$ cat src/rtl/fixed_point_pkg.sv
// Shared fixed-point helpers for the divider and multiplier datapaths.
//   shift_amt  : binary-point alignment shift for a quotient/product format
//   sat_signed : clamp a wide signed value to a narrower signed width
//   div_state_e: divider sequencing states
package fixed_point_pkg;

    typedef enum logic [1:0] {
        DIV_IDLE = 2'd0,
        DIV_CALC = 2'd1,
        DIV_DONE = 2'd2
    } div_state_e;

    typedef struct packed {
        logic signed [63:0] value;
        logic               ovf;
    } sat_res_t;

    // Left shift applied to the numerator so the integer quotient lands
    // directly on the output binary point.
    function automatic int shift_amt(input int np, input int dp, input int op);
        return dp + op - np;
    endfunction

    // Width must be in 2..63; the result occupies the low 'width' bits.
    function automatic sat_res_t sat_signed(input logic signed [63:0] value,
                                            input int width);
        sat_res_t           r;
        logic signed [63:0] hi;
        logic signed [63:0] lo;
        hi = (64'sd1 <<< (width - 1)) - 64'sd1;
        lo = -(64'sd1 <<< (width - 1));
        if (value > hi) begin
            r.value = hi;
            r.ovf   = 1'b1;
        end else if (value < lo) begin
            r.value = lo;
            r.ovf   = 1'b1;
        end else begin
            r.value = value;
            r.ovf   = 1'b0;
        end
        return r;
    endfunction

endpackage

$ cat src/rtl/fixed_point_divider.sv
// Sequential signed fixed-point divider, q = n / d, radix-2 restoring,
// one quotient bit per clock. Result truncates toward zero and saturates.
//
// Ports:
//   clk_i, rst_n_i        clock / async active-low reset
//   s_valid_i, s_ready_o  operand handshake (n_i, d_i sampled on accept)
//   m_valid_o, m_ready_i  result handshake
//   q_o                   signed quotient (OutWidth, OutPoint frac bits)
//   ovf_o                 quotient clamped to max/min
//   dbz_o                 denominator was zero
//
// state | meaning
// ------+-------------------------------------------------------------
// IDLE  | ready for operands; magnitudes/signs latched on accept
// CALC  | W shift/trial-subtract iterations, counter W-1 down to 0
// DONE  | first cycle finalises sign/saturation into the output
//       | registers; then m_valid_o held until m_ready_i
module fixed_point_divider
    import fixed_point_pkg::*;
#(
    parameter int NWidth   = 16,
    parameter int NPoint   = 12,
    parameter int DWidth   = 16,
    parameter int DPoint   = 8,
    parameter int OutWidth = 16,
    parameter int OutPoint = 10
) (
    input  logic                clk_i,
    input  logic                rst_n_i,
    input  logic                s_valid_i,
    output logic                s_ready_o,
    input  logic [NWidth-1:0]   n_i,
    input  logic [DWidth-1:0]   d_i,
    output logic                m_valid_o,
    input  logic                m_ready_i,
    output logic [OutWidth-1:0] q_o,
    output logic                ovf_o,
    output logic                dbz_o
);

    localparam int SHIFT = shift_amt(NPoint, DPoint, OutPoint);
    localparam int W     = NWidth + SHIFT;
    localparam int CNT_W = $clog2(W + 1);

    if (SHIFT < 0) begin : g_bad_shift
        $error("fixed_point_divider: DPoint + OutPoint must be >= NPoint");
    end
    if (W > 63 || OutWidth > 63) begin : g_too_wide
        $error("fixed_point_divider: dividend/quotient wider than 63 bits");
    end

    localparam logic [OutWidth-1:0] QMAX = {1'b0, {(OutWidth-1){1'b1}}};
    localparam logic [OutWidth-1:0] QMIN = {1'b1, {(OutWidth-1){1'b0}}};

    div_state_e          state_q, state_d;
    logic [CNT_W-1:0]    cnt_q, cnt_d;
    logic [W-1:0]        dq_q, dq_d;     // dividend shifting out, quotient shifting in
    logic [DWidth-1:0]   rem_q, rem_d;
    logic [DWidth-1:0]   div_q, div_d;
    logic                neg_q, neg_d;
    logic                nzero_q, nzero_d;
    logic                opdbz_q, opdbz_d;
    logic                m_valid_q, m_valid_d;
    logic [OutWidth-1:0] q_q, q_d;
    logic                ovf_q, ovf_d;
    logic                dbz_q, dbz_d;

    logic [NWidth-1:0]   n_abs;
    logic [DWidth-1:0]   d_abs;
    logic [DWidth:0]     rem_sh;
    logic [DWidth:0]     rem_sub;
    logic                ge;
    logic signed [63:0]  sval;
    sat_res_t            sat_r;

    always_comb begin
        // Magnitudes as unsigned: negating INT_MIN yields 2^(width-1), which
        // is the correct unsigned magnitude.
        n_abs = n_i[NWidth-1] ? (~n_i + 1'b1) : n_i;
        d_abs = d_i[DWidth-1] ? (~d_i + 1'b1) : d_i;

        // Remainder stays below the divisor, so DWidth bits hold it and one
        // extra bit covers the shifted trial value.
        rem_sh  = {rem_q, dq_q[W-1]};
        ge      = (rem_sh >= {1'b0, div_q});
        rem_sub = ge ? (rem_sh - {1'b0, div_q}) : rem_sh;

        sval  = neg_q ? -$signed(64'(dq_q)) : $signed(64'(dq_q));
        sat_r = sat_signed(sval, OutWidth);
    end

    always_comb begin
        state_d   = state_q;
        cnt_d     = cnt_q;
        dq_d      = dq_q;
        rem_d     = rem_q;
        div_d     = div_q;
        neg_d     = neg_q;
        nzero_d   = nzero_q;
        opdbz_d   = opdbz_q;
        m_valid_d = m_valid_q;
        q_d       = q_q;
        ovf_d     = ovf_q;
        dbz_d     = dbz_q;

        case (state_q)
            DIV_IDLE: begin
                if (s_valid_i) begin
                    dq_d    = W'(n_abs) << SHIFT;
                    rem_d   = '0;
                    div_d   = d_abs;
                    neg_d   = n_i[NWidth-1] ^ d_i[DWidth-1];
                    nzero_d = (n_i == '0);
                    opdbz_d = (d_i == '0);
                    cnt_d   = CNT_W'(W - 1);
                    state_d = (d_i == '0) ? DIV_DONE : DIV_CALC;
                end
            end
            DIV_CALC: begin
                rem_d = rem_sub[DWidth-1:0];
                dq_d  = {dq_q[W-2:0], ge};
                if (cnt_q == '0) begin
                    state_d = DIV_DONE;
                end else begin
                    cnt_d = cnt_q - 1'b1;
                end
            end
            DIV_DONE: begin
                if (!m_valid_q) begin
                    m_valid_d = 1'b1;
                    dbz_d     = opdbz_q;
                    if (opdbz_q) begin
                        // With d == 0 the sign flag reduces to sign(n).
                        q_d   = nzero_q ? '0 : (neg_q ? QMIN : QMAX);
                        ovf_d = 1'b0;
                    end else begin
                        q_d   = sat_r.value[OutWidth-1:0];
                        ovf_d = sat_r.ovf;
                    end
                end else if (m_ready_i) begin
                    m_valid_d = 1'b0;
                    state_d   = DIV_IDLE;
                end
            end
            default: begin
                state_d = DIV_IDLE;
            end
        endcase
    end

    always_ff @(posedge clk_i or negedge rst_n_i) begin
        if (!rst_n_i) begin
            state_q   <= DIV_IDLE;
            cnt_q     <= '0;
            dq_q      <= '0;
            rem_q     <= '0;
            div_q     <= '0;
            neg_q     <= 1'b0;
            nzero_q   <= 1'b0;
            opdbz_q   <= 1'b0;
            m_valid_q <= 1'b0;
            q_q       <= '0;
            ovf_q     <= 1'b0;
            dbz_q     <= 1'b0;
        end else begin
            state_q   <= state_d;
            cnt_q     <= cnt_d;
            dq_q      <= dq_d;
            rem_q     <= rem_d;
            div_q     <= div_d;
            neg_q     <= neg_d;
            nzero_q   <= nzero_d;
            opdbz_q   <= opdbz_d;
            m_valid_q <= m_valid_d;
            q_q       <= q_d;
            ovf_q     <= ovf_d;
            dbz_q     <= dbz_d;
        end
    end

    assign s_ready_o = (state_q == DIV_IDLE);
    assign m_valid_o = m_valid_q;
    assign q_o       = q_q;
    assign ovf_o     = ovf_q;
    assign dbz_o     = dbz_q;

endmodule
$ cat config.mk
export PLATFORM = sky130hd
export DESIGN_NAME = fixed_point_divider
export DESIGN_NICKNAME = d
export VERILOG_FILES = /design/src/rtl/fixed_point_pkg.sv /design/src/rtl/fixed_point_divider.sv
export SDC_FILE = /design/constraint.sdc
export NUM_CORES = 1
export LEC_CHECK = 0
export ABC_AREA = 1
export BUFFER_PORTS_ARGS = -buffer_cell sky130_fd_sc_hd__buf_2
export CORE_MARGIN = 2
export CORE_UTILIZATION = 55
export DETAILED_ROUTE_END_ITERATION = 12
export PLACE_DENSITY = 0.78
export SKIP_LAST_GASP = 1
export SLEW_MARGIN = 0
export SYNTH_ARGS = -nofsm -noshare
export SYNTH_HDL_FRONTEND = slang
export SYNTH_SLANG_ARGS = --single-unit
$ cat constraint.sdc
create_clock -name clk_i -period 2.2 [get_ports clk_i]
set_input_delay 0.22 -clock clk_i [delete_from_list [all_inputs] [get_ports clk_i]]
set_output_delay 0.22 -clock clk_i [all_outputs]
set_load 0.03 [all_outputs]
==> impl_results.md, run 1 <==
* Status: complete, but fails checks
* Failing checks: negative setup slack
* Slew headroom at 69.6%
* Global Route Usage Sum at 28.2%
* GRT overflow at 0
* PD cells at 1740 nW/µm²
* Worst Max-Slew Pin Slew at 0.455 ns
* Endpoints failing hold at 0
* Initial antenna violation count at 0
* Clock power share at 8.5%
* Vias in the first global route at 5486
* Post-route minimum period at 2.44 ns
* Num CTS Buffers at 9
* Fraction of layout cells with a size suffix above 1 at 22.2%
* Main synth FF type: dfrtp_1
* # rows at 37
* Maximum vdd drop at 1.34 mV
* Critical hold path startpoint: n_i[14]
* H-tree depth at 3
* #FFs+latches synth at 83
* Initial Utilization at 57.1%
* Commonest non-fill, non-tap cell in the layout: nand2_1
* Total Power at 12400 µW
* Worst-path fanout max at 8
* WHS at 0.113 ns
* Reg2Reg Depth at 16
* Hold Crit Class: input pin to flip-flop
* Die Span X at 108 µm
* Worst-Skew Late Latency at 0.37 ns
* Die area at 11700 µm²
* Syn Inst Count at 829
* DRC viols at 0
* Leak at 0.00362 µW
* CP Cell Sequence: nor2_2 > nand2_2 > nor2_4 > nand4_1 > nor2_1 > ha_1 > nand2_1 > inv_2 > a211oi_2 > nand4_1 > nor2_1 > nand4_2 > nand3_4 > nand2_1 > inv_1 > nand2_1
* Layout area overhead at 20.3%
* DR pass1 iterations at 5
* Vias at 5916
* Clk buf depth at 2
* Fin Setup TNS at -3.44 ns
* Kind of critical path: flip-flop to flip-flop
* RSZ-0062 raised after global routing: true
* Fmax at 410 MHz
* Sw Ratio at 50.3%
* Nets at 1002
* Max-cap violations at 0
* Placer congestion estimate at 0.908
* Ys Warns at 0
* Arrival time of the worst setup path at 2.70 ns
* Hold Path Depth at 2
* Global-route wire length before repair at 26000 µm
* Initial drt markers at 517
* PnR worst setup slack at -0.241 ns
* Max Clock Skew at 0.0148 ns
* Worst path max stage delay at 0.41 ns
* Synth async-reset ratio at 100%
* R2r endpoint: q_o[2]
* Fin. max-slew vios at 0
* Pre-CTS setup slack at -0.203 ns
* Routed Antenna Nets at 0
* Seq/Total Area, Yosys at 34.9%
* Largest net degree at the start of global routing at 52
* Vias per cell at 5.46
* CP Data Required Time at 2.46 ns
* Startpoint types: flip-flop
* Drt wl/cell at 14.6 µm
* Crit-path slowest cell: dfrtp_1
* Unique masters post-synth at 54
* Highest-count cells in the layout ignoring fill and taps: nand2_1, inv_1, dfrtp_1, buf_4, nor2_1
* Combinational power share at 69.3%
* Die Span Y at 108 µm
* Post-route clock period utilization at 111%
* Switch Pwr at 6240 µW
* DP Cell Count at 1051
* Seq pwr share at 22.2%
* Syn_area_per_cell at 7.17 µm²
* CTS tree: done
* Post-Syn Area at 5940 µm²
* Core Area at 10400 µm²
* Worst setup EP type: flip-flop
* Port Buf Inserts at 55
* Crit-path most repeated cell: nand2_1
* Post-synth net total at 888
* CTS Sinks at 83
* Min-Delay Endpoint: nzero_q
* Routed Wire Length at 15800 µm
* Final setup vio count at 16
* Clk slew on worst S/H paths at 0.09 ns
* Total I/O pin count at 56
* Root Driver: clkbuf_8
* Post-layout instance count excluding filler cells at 1084
* Reg-to-Reg Start: dq_q[1]
* Worst reg-to-reg setup slack at -0.24 ns
* N_diodes at 0
* Post-DP HPWL at 11300 µm
* Post-synth EDFFs at 0
* Int Power at 6180 µW
-- worst max path at each step --
| stage | start | endpoint | slack [ns] | depth (start not counted) |
|---|---|---|---|---|
| 6_report | dq_q[1] | q_o[2] | -0.24 | 16 |
| 5_1_grt | dq_q[5] | q_o[5] | -0.47 | 16 |
| 4_1_cts | dq_q[1] | q_o[2] | -0.22 | 16 |
| 3_5_place_dp | dq_q[2] | q_o[2] | -0.20 | 16 |
| 3_3_place_gp | dq_q[10] | q_o[5] | -0.11 | 16 |
| 2_1_floorplan | dq_q[8] | q_o[6] | -0.04 | 17 |
-- power by group through the flow --
stage / sequential [µW] / clock (µW) / combinational, µW
3_3_place_gp: 2710 / 0 / 7610
5_1_grt: 2830 / 1130 / 9540
2_1_floorplan: 3040 / 0 / 5170
4_1_cts: 2720 / 1060 / 7910
3_5_place_dp: 2730 / 0 / 7780
6_report: 2750 / 1050 / 8610
-- Yosys cell counts (13+ instances only) --
master,count,area share (%)
nand2_1,188,12
nand2_2,13,1.4
nor2_1,74,4.7
xnor2_1,14,2.1
inv_1,100,6.3
nand4_1,13,1.4
dfrtp_1,83,35
xor2_1,27,4.0
nand3_1,67,5.6
ha_1,22,4.6
o21ai_0,60,5.1
a21oi_1,34,2.9
clkbuf_1,16,1.0
-- metal layers --
| layer | global-route usage (%) | up-vias | share of wire (%) | routed length [µm] |
|---|---|---|---|---|
| met5 | 0 | - | 0 | 0 |
| met4 | 5.95 | 0 | 0.83 | 131 |
| met3 | 5.85 | 13 | 6.1 | 961 |
| met2 | 42.9 | 192 | 45 | 7180 |
| met1 | 41.6 | 2771 | 48 | 7570 |
| li1 | - | 2940 | - | - |
-- worst max-delay path: cells and delay by family (launching register included) --
| kind | cells | cell delay, ns |
|---|---|---|
| AND/OR/NAND/NOR | 12 | 1.45 |
| AO/OA/AOI/OAI | 1 | 0.13 |
| flip-flops | 1 | 0.41 |
| buffers and inverters | 2 | 0.09 |
| adder cells (fa/ha/maj) | 1 | 0.24 |
-- state kept, by name, indices dropped and copies added, names as in the netlist, 2 cells and up --
register	cells
dq_q	22
rem_q	16
state_q	2
q_o	16
div_q	16
cnt_q	5
-- final cells by class --
type,count,area (µm²)
fillers,893,3260
well taps,136,170
inverters,115,432
flip-flops and latches,83,2080
multi-input cells,604,3440
clock buffers,11,141
clock inverters,5,37.5
repair buffers,130,860
-- metrics by stage --
| stage | util, % | instance area (µm²) |
|---|---|---|
| 6_report | 68.7 | 7150 |
| 5_1_grt | 68.7 | 7150 |
| 4_1_cts | 66.9 | 6970 |
| 3_5_place_dp | 64.4 | 6710 |
| 3_3_place_gp | 64.4 | 6710 |
| 2_1_floorplan | - | 5950 |
-- timing repair --
| item | in CTS | in global routing |
|---|---|---|
| cloned | 1 | 0 |
| setup endpoints to repair | 32 | 33 |
| endpoints found under the hold margin | 32 | 0 |
| buffers inserted | 5 | 10 |
| resized for setup | 9 | 21 |
| hold buffers | 1 | 0 |
| pin swaps | 17 | 18 |
-- logic make-up after synthesis --
family / Yosys count / share of synthesized area, %
compound gates: 147 / 14.5
xor+xnor: 41 / 6.04
fa+ha+maj: 23 / 4.97
buf+inv: 143 / 9.72
flops: 83 / 34.9
simple gates: 392 / 29.8
No activity file was read; power rests on OpenSTA's default activity.
==> run 2: changes to the inputs <==
--- a/config.mk
+++ b/config.mk
@@ -10,7 +10,7 @@
 export CORE_MARGIN = 2
 export CORE_UTILIZATION = 55
 export DETAILED_ROUTE_END_ITERATION = 12
-export PLACE_DENSITY = 0.78
+export PLACE_DENSITY_LB_ADDON = 0.12
 export SKIP_LAST_GASP = 1
 export SLEW_MARGIN = 0
 export SYNTH_ARGS = -nofsm -noshare
==> impl_results.md, run 2 (synthesis results as in run 1) <==
* Area post-placement at 6670 µm²
* Worst Max-Slew Pin Slew at 0.511 ns
* CTS Sinks at 83
* CP Cell Sequence: nor2_2 > buf_4 > buf_4 > buf_4 > buf_4 > buf_4 > nand2_1 > nor2_1 > nand3_2 > nand2_4 > buf_4 > inv_2 > nand3_1 > nor2_1 > nand4_2 > nand2_4 > nand3_1 > nand2_1
* Initial Utilization at 57.1%
* N_diodes at 0
* Fraction of layout cells with a size suffix above 1 at 22.1%
* Vias per cell at 5.45
* Startpoint types: flip-flop
* Max reg flops at 22
* Clk buf depth at 2
* # rows at 37
* PD cells at 1740 nW/µm²
* Max-cap violations at 0
* Fin. max-slew vios at 0
* Total Power at 12400 µW
* Nets at 1000
* Commonest non-fill, non-tap cell in the layout: nand2_1
* Die area at 11700 µm²
* Port Buf Inserts at 55
* DRC viols at 0
* Max Clock Skew at 0.0116 ns
* GRT overflow at 0
* Largest Register: dq_q
* Num CTS Buffers at 9
* Crit-path slowest cell: dfrtp_1
* Fin area at 7150 µm²
* Slew headroom at 65.9%
* Global-route wire length before repair at 26300 µm
* Worst path max stage delay at 0.36 ns
* Kind of critical path: flip-flop to flip-flop
* Clk slew on worst S/H paths at 0.09 ns
* Layout area overhead at 20.2%
* Die Span X at 108 µm
* Leak at 0.00362 µW
* Worst setup EP type: flip-flop
* Status: complete, but fails checks
* Drt wl/cell at 14.2 µm
* Failing checks: negative setup slack
* Post-route clock period utilization at 111%
* Highest-count cells in the layout ignoring fill and taps: nand2_1, inv_1, dfrtp_1, buf_4, nor2_1
* Post-DP HPWL at 11300 µm
* Worst-Skew Late Latency at 0.38 ns
* Global Route Usage Sum at 28.4%
* Largest net degree at the start of global routing at 46
* Vias in the first global route at 5466
* Initial antenna violation count at 0
* Routed Antenna Nets at 0
* Initial drt markers at 393
* Routed Wire Length at 15400 µm
* PnR worst setup slack at -0.233 ns
* Fmax at 411 MHz
* Crit-path most repeated cell: buf_4
* Total I/O pin count at 56
* Hold Crit Class: input pin to flip-flop
* Root Driver: clkbuf_8
* DR pass1 iterations at 5
* Die Span Y at 108 µm
* Worst-path fanout max at 15
* Placer congestion estimate at 0.939
* Arrival time of the worst setup path at 2.75 ns
* H-tree depth at 3
* RSZ-0062 raised after global routing: true
* Maximum vdd drop at 1.08 mV
* CP Data Required Time at 2.52 ns
* Endpoints failing hold at 0
* Final setup vio count at 16
* CTS tree: done
* Vias at 5900
* Post-route minimum period at 2.43 ns
* Core Area at 10400 µm²
-- run 2: final timing paths --
check | start | endpoint | slack (ns) | cells after the start
worst min register to register | dbz_o | dbz_o | 0.49 | 2
min in group asynchronous | rst_n_i | rem_q[6] | 0.34 | 2
worst min-delay path | n_i[14] | nzero_q | 0.07 | 2
worst max-delay path | dq_q[6] | q_o[7] | -0.23 | 18
max in group asynchronous | rst_n_i | dq_q[14] | 1.24 | 3
worst max register to register | dq_q[6] | q_o[7] | -0.23 | 18
-- run 2: metrics by stage --
| step | hold WS [ns] | setup TNS [ns] | std cells | utilization, % | worst slack (ns) |
|---|---|---|---|---|---|
| 2_1_floorplan | -0.0756 | -0.383 | 829 | - | -0.0425 |
| 3_3_place_gp | 0.217 | -1.85 | 1046 | 64.0 | -0.150 |
| 3_5_place_dp | 0.222 | -4.15 | 1046 | 64.0 | -0.313 |
| 4_1_cts | 0.0519 | -3.51 | 1072 | 66.8 | -0.269 |
| 5_1_grt | 0.0590 | -6.56 | 1082 | 68.6 | -0.434 |
| 6_report | 0.0656 | -3.07 | 1082 | 68.6 | -0.233 |
-- run 2: layout make-up --
type,instances,area [µm²]
multi-input combinational,604,3440
fill,903,3270
sequential,83,2080
timing repair buffer,128,845
inverter,115,433
tap,136,170
clock buffer,12,155
clock inverter,4,25.0
-- run 2: what timing repair did --
item                       CTS  global route
resized for setup           11            22
hold buffers                 1             0
setup endpoints to repair   17            33
buffers inserted             8            10
gates cloned                 1             0
pin swaps                   19            22
hold endpoints to repair    38             0
-- run 2: worst max-delay path: cells and delay by family (launching register included) --
kind	cells	cell delay, ns
flip-flops	1	0.36
buffers and inverters	7	0.84
AND/OR/NAND/NOR	11	1.17
-- run 2: where the power goes --
group          internal (µW)  switching, µW  total (µW)
Combinational           3480           5140        8620
Clock                    468            580        1050
Sequential              2270            462        2730
-- run 2: routing by layer --
layer,up-vias,routed length (µm),part of all wire (%),global-route usage [%]
met5,-,0,0,0
met4,0,216,1.4,9.07
met3,20,879,5.7,5.67
met2,172,6810,44,41.5
met1,2772,7510,49,42.4
li1,2936,-,-,-
==> run 3: changes to the inputs <==
--- a/config.mk
+++ b/config.mk
@@ -8,9 +8,9 @@
 export ABC_AREA = 1
 export BUFFER_PORTS_ARGS = -buffer_cell sky130_fd_sc_hd__buf_2
 export CORE_MARGIN = 2
-export CORE_UTILIZATION = 55
+export CORE_UTILIZATION = 58
 export DETAILED_ROUTE_END_ITERATION = 12
-export PLACE_DENSITY_LB_ADDON = 0.12
+export PLACE_DENSITY_LB_ADDON = 0.2
 export SKIP_LAST_GASP = 1
 export SLEW_MARGIN = 0
 export SYNTH_ARGS = -nofsm -noshare
==> constraint.sdc (replaced) <==
create_clock -name clk_i -period 2.4 [get_ports clk_i]
set_input_delay 0.24 -clock clk_i [delete_from_list [all_inputs] [get_ports clk_i]]
set_output_delay 0.24 -clock clk_i [all_outputs]
set_load 0.03 [all_outputs]
==> impl_results.md, run 3 (synthesis results as in run 1) <==
* Arrival time of the worst setup path at 2.72 ns
* Vias at 5852
* Clk slew on worst S/H paths at 0.09 ns
* Max reg flops at 22
* Routed Wire Length at 15600 µm
* Post-route minimum period at 2.45 ns
* Layout area overhead at 15.8%
* Fin area at 6880 µm²
* Drt wl/cell at 14.8 µm
* Fmax at 408 MHz
* Post-DP HPWL at 11300 µm
* Highest-count cells in the layout ignoring fill and taps: nand2_1, inv_1, dfrtp_1, nor2_1, nand3_1
* Reg-to-Reg Start: dq_q[2]
* DR pass1 iterations at 5
* Kind of critical path: flip-flop to flip-flop
* Max-cap violations at 0
* DRC viols at 0
* Crit-path most repeated cell: nor2_2
* Crit-path slowest cell: dfrtp_1
* Worst Max-Slew Pin Slew at 0.811 ns
* Worst path max stage delay at 0.41 ns
* Maximum vdd drop at 1.19 mV
* Num CTS Buffers at 9
* Failing checks: negative setup slack
* Worst-path fanout max at 8
* # rows at 36
* Largest Register: dq_q
* Reg2Reg Depth at 16
* Initial antenna violation count at 0
* RSZ-0062 raised after global routing: true
* Area post-placement at 6490 µm²
* Fraction of layout cells with a size suffix above 1 at 19.7%
* Startpoint types: flip-flop
* PD cells at 1550 nW/µm²
* Max Clock Skew at 0.0165 ns
* R2r endpoint: q_o[11]
* Total I/O pin count at 56
* Die Span X at 105 µm
* Post-layout instance count excluding filler cells at 1050
* Worst-Skew Late Latency at 0.38 ns
* Core Area at 9860 µm²
* Root Driver: clkbuf_8
* Commonest non-fill, non-tap cell in the layout: nand2_1
* End point of the critical path: q_o[11]
* Worst setup startpoint: dq_q[2]
* Clk buf depth at 2
* Port Buf Inserts at 55
* Status: complete, but fails checks
* Vias in the first global route at 5580
* N_diodes at 0
* GRT overflow at 0
* Initial Utilization at 60.3%
* Global Route Usage Sum at 28.6%
* Initial drt markers at 484
* CP Data Required Time at 2.67 ns
* CTS Sinks at 83
* Die Span Y at 105 µm
* CP Cell Sequence: nor2_2 > nand2_1 > nor2_2 > nand4_1 > nor2_2 > ha_1 > nand2_1 > inv_2 > a211oi_2 > nand4_1 > nor2_2 > nand4_4 > nand3_4 > nand2_2 > inv_2 > nand2_2
* Fillcell total at 850
* Pre-CTS setup slack at -0.149 ns
* Slew headroom at 45.6%
* Worst reg-to-reg setup slack at -0.05 ns
* Leak at 0.00346 µW
* Routed Antenna Nets at 0
* Vias per cell at 5.57
* Largest net degree at the start of global routing at 46
* Fin. max-slew vios at 0
* Die area at 11100 µm²
* Worst setup EP type: flip-flop
* Global-route wire length before repair at 25800 µm
* DP Cell Count at 1021
* Final setup vio count at 14
* PnR worst setup slack at -0.0486 ns
* H-tree depth at 3
* Nets at 971
* Placer congestion estimate at 0.958
* Hold Crit Class: input pin to flip-flop
* Post-route clock period utilization at 102%
* Fin Setup TNS at -0.308 ns
* Endpoints failing hold at 0
* Core Util, Final at 69.8%
* CTS tree: done
## run 3: cell count changes in the layout (fill, tap and decap cells not counted), moves of 3 or more
| cell | change |
|---|---|
| buf_4 | -29 |
| nand2_2 | +3 |
| nor2_2 | +3 |
| ha_1 | +3 |
| nor2_1 | -3 |
## run 3: final cells by class
| type | count | area (µm²) | share of cell area (%) |
|---|---|---|---|
| clock inverters | 6 | 46.3 | 0.673 |
| multi-input cells | 605 | 3400 | 49.4 |
| inverters | 115 | 438 | 6.36 |
| flip-flops and latches | 83 | 2080 | 30.2 |
| repair buffers | 98 | 616 | 8.94 |
| well taps | 133 | 166 | 2.42 |
| clock buffers | 10 | 138 | 2.00 |
## run 3: critical path, delay by kind of cell, from the launching register on
kind,cells,cell delay [ns]
AO/OA/AOI/OAI,1,0.13
buffers and inverters,2,0.09
AND/OR/NAND/NOR,12,1.47
flip-flops,1,0.41
adder cells (fa/ha/maj),1,0.23
## run 3: worst min path at each step
stage | startpoint | endpoint | slack, ns | cells after the start
5_1_grt | n_i[14] | nzero_q | 0.12 | 2
3_5_place_dp | rst_n_i | rem_q[4] | 0.24 | 1
2_1_floorplan | rst_n_i | cnt_q[0] | -0.06 | 0
4_1_cts | n_i[14] | nzero_q | 0.1 | 2
6_report | n_i[14] | nzero_q | 0.11 | 2
3_3_place_gp | rst_n_i | rem_q[4] | 0.24 | 1
## run 3: metrics by stage
stage	hold WS, ns	power, µW
floorplan	-0.0556	7520
global placement	0.236	9040
detailed placement	0.242	9280
CTS	0.0980	10400
global route	0.122	11700
finish	0.112	10700
## run 3: timing repair
action                                 in CTS  in global routing
gates resized for setup                     8                 23
hold buffers                                1                  0
setup buffers                               7                  3
pin swaps                                  19                 14
endpoints found under the hold margin      38                  0
setup endpoints to repair                  16                 26
gates cloned                                1                  1
## run 3: report_power, final
group          switching (µW)  total (µW)  internal (µW)
Clock                     585         997            412
Sequential                424        2500           2080
Combinational            4530        7190           2650
Total                    5540       10700           5140
## run 3: metal layers
layer	global-route usage (%)	vias to the layer above	routed length (µm)
met5	0	-	0
met3	4.89	19	1070
met1	40.4	2716	7130
met4	8.48	0	193
met2	45.1	224	7150
li1	-	2893	-
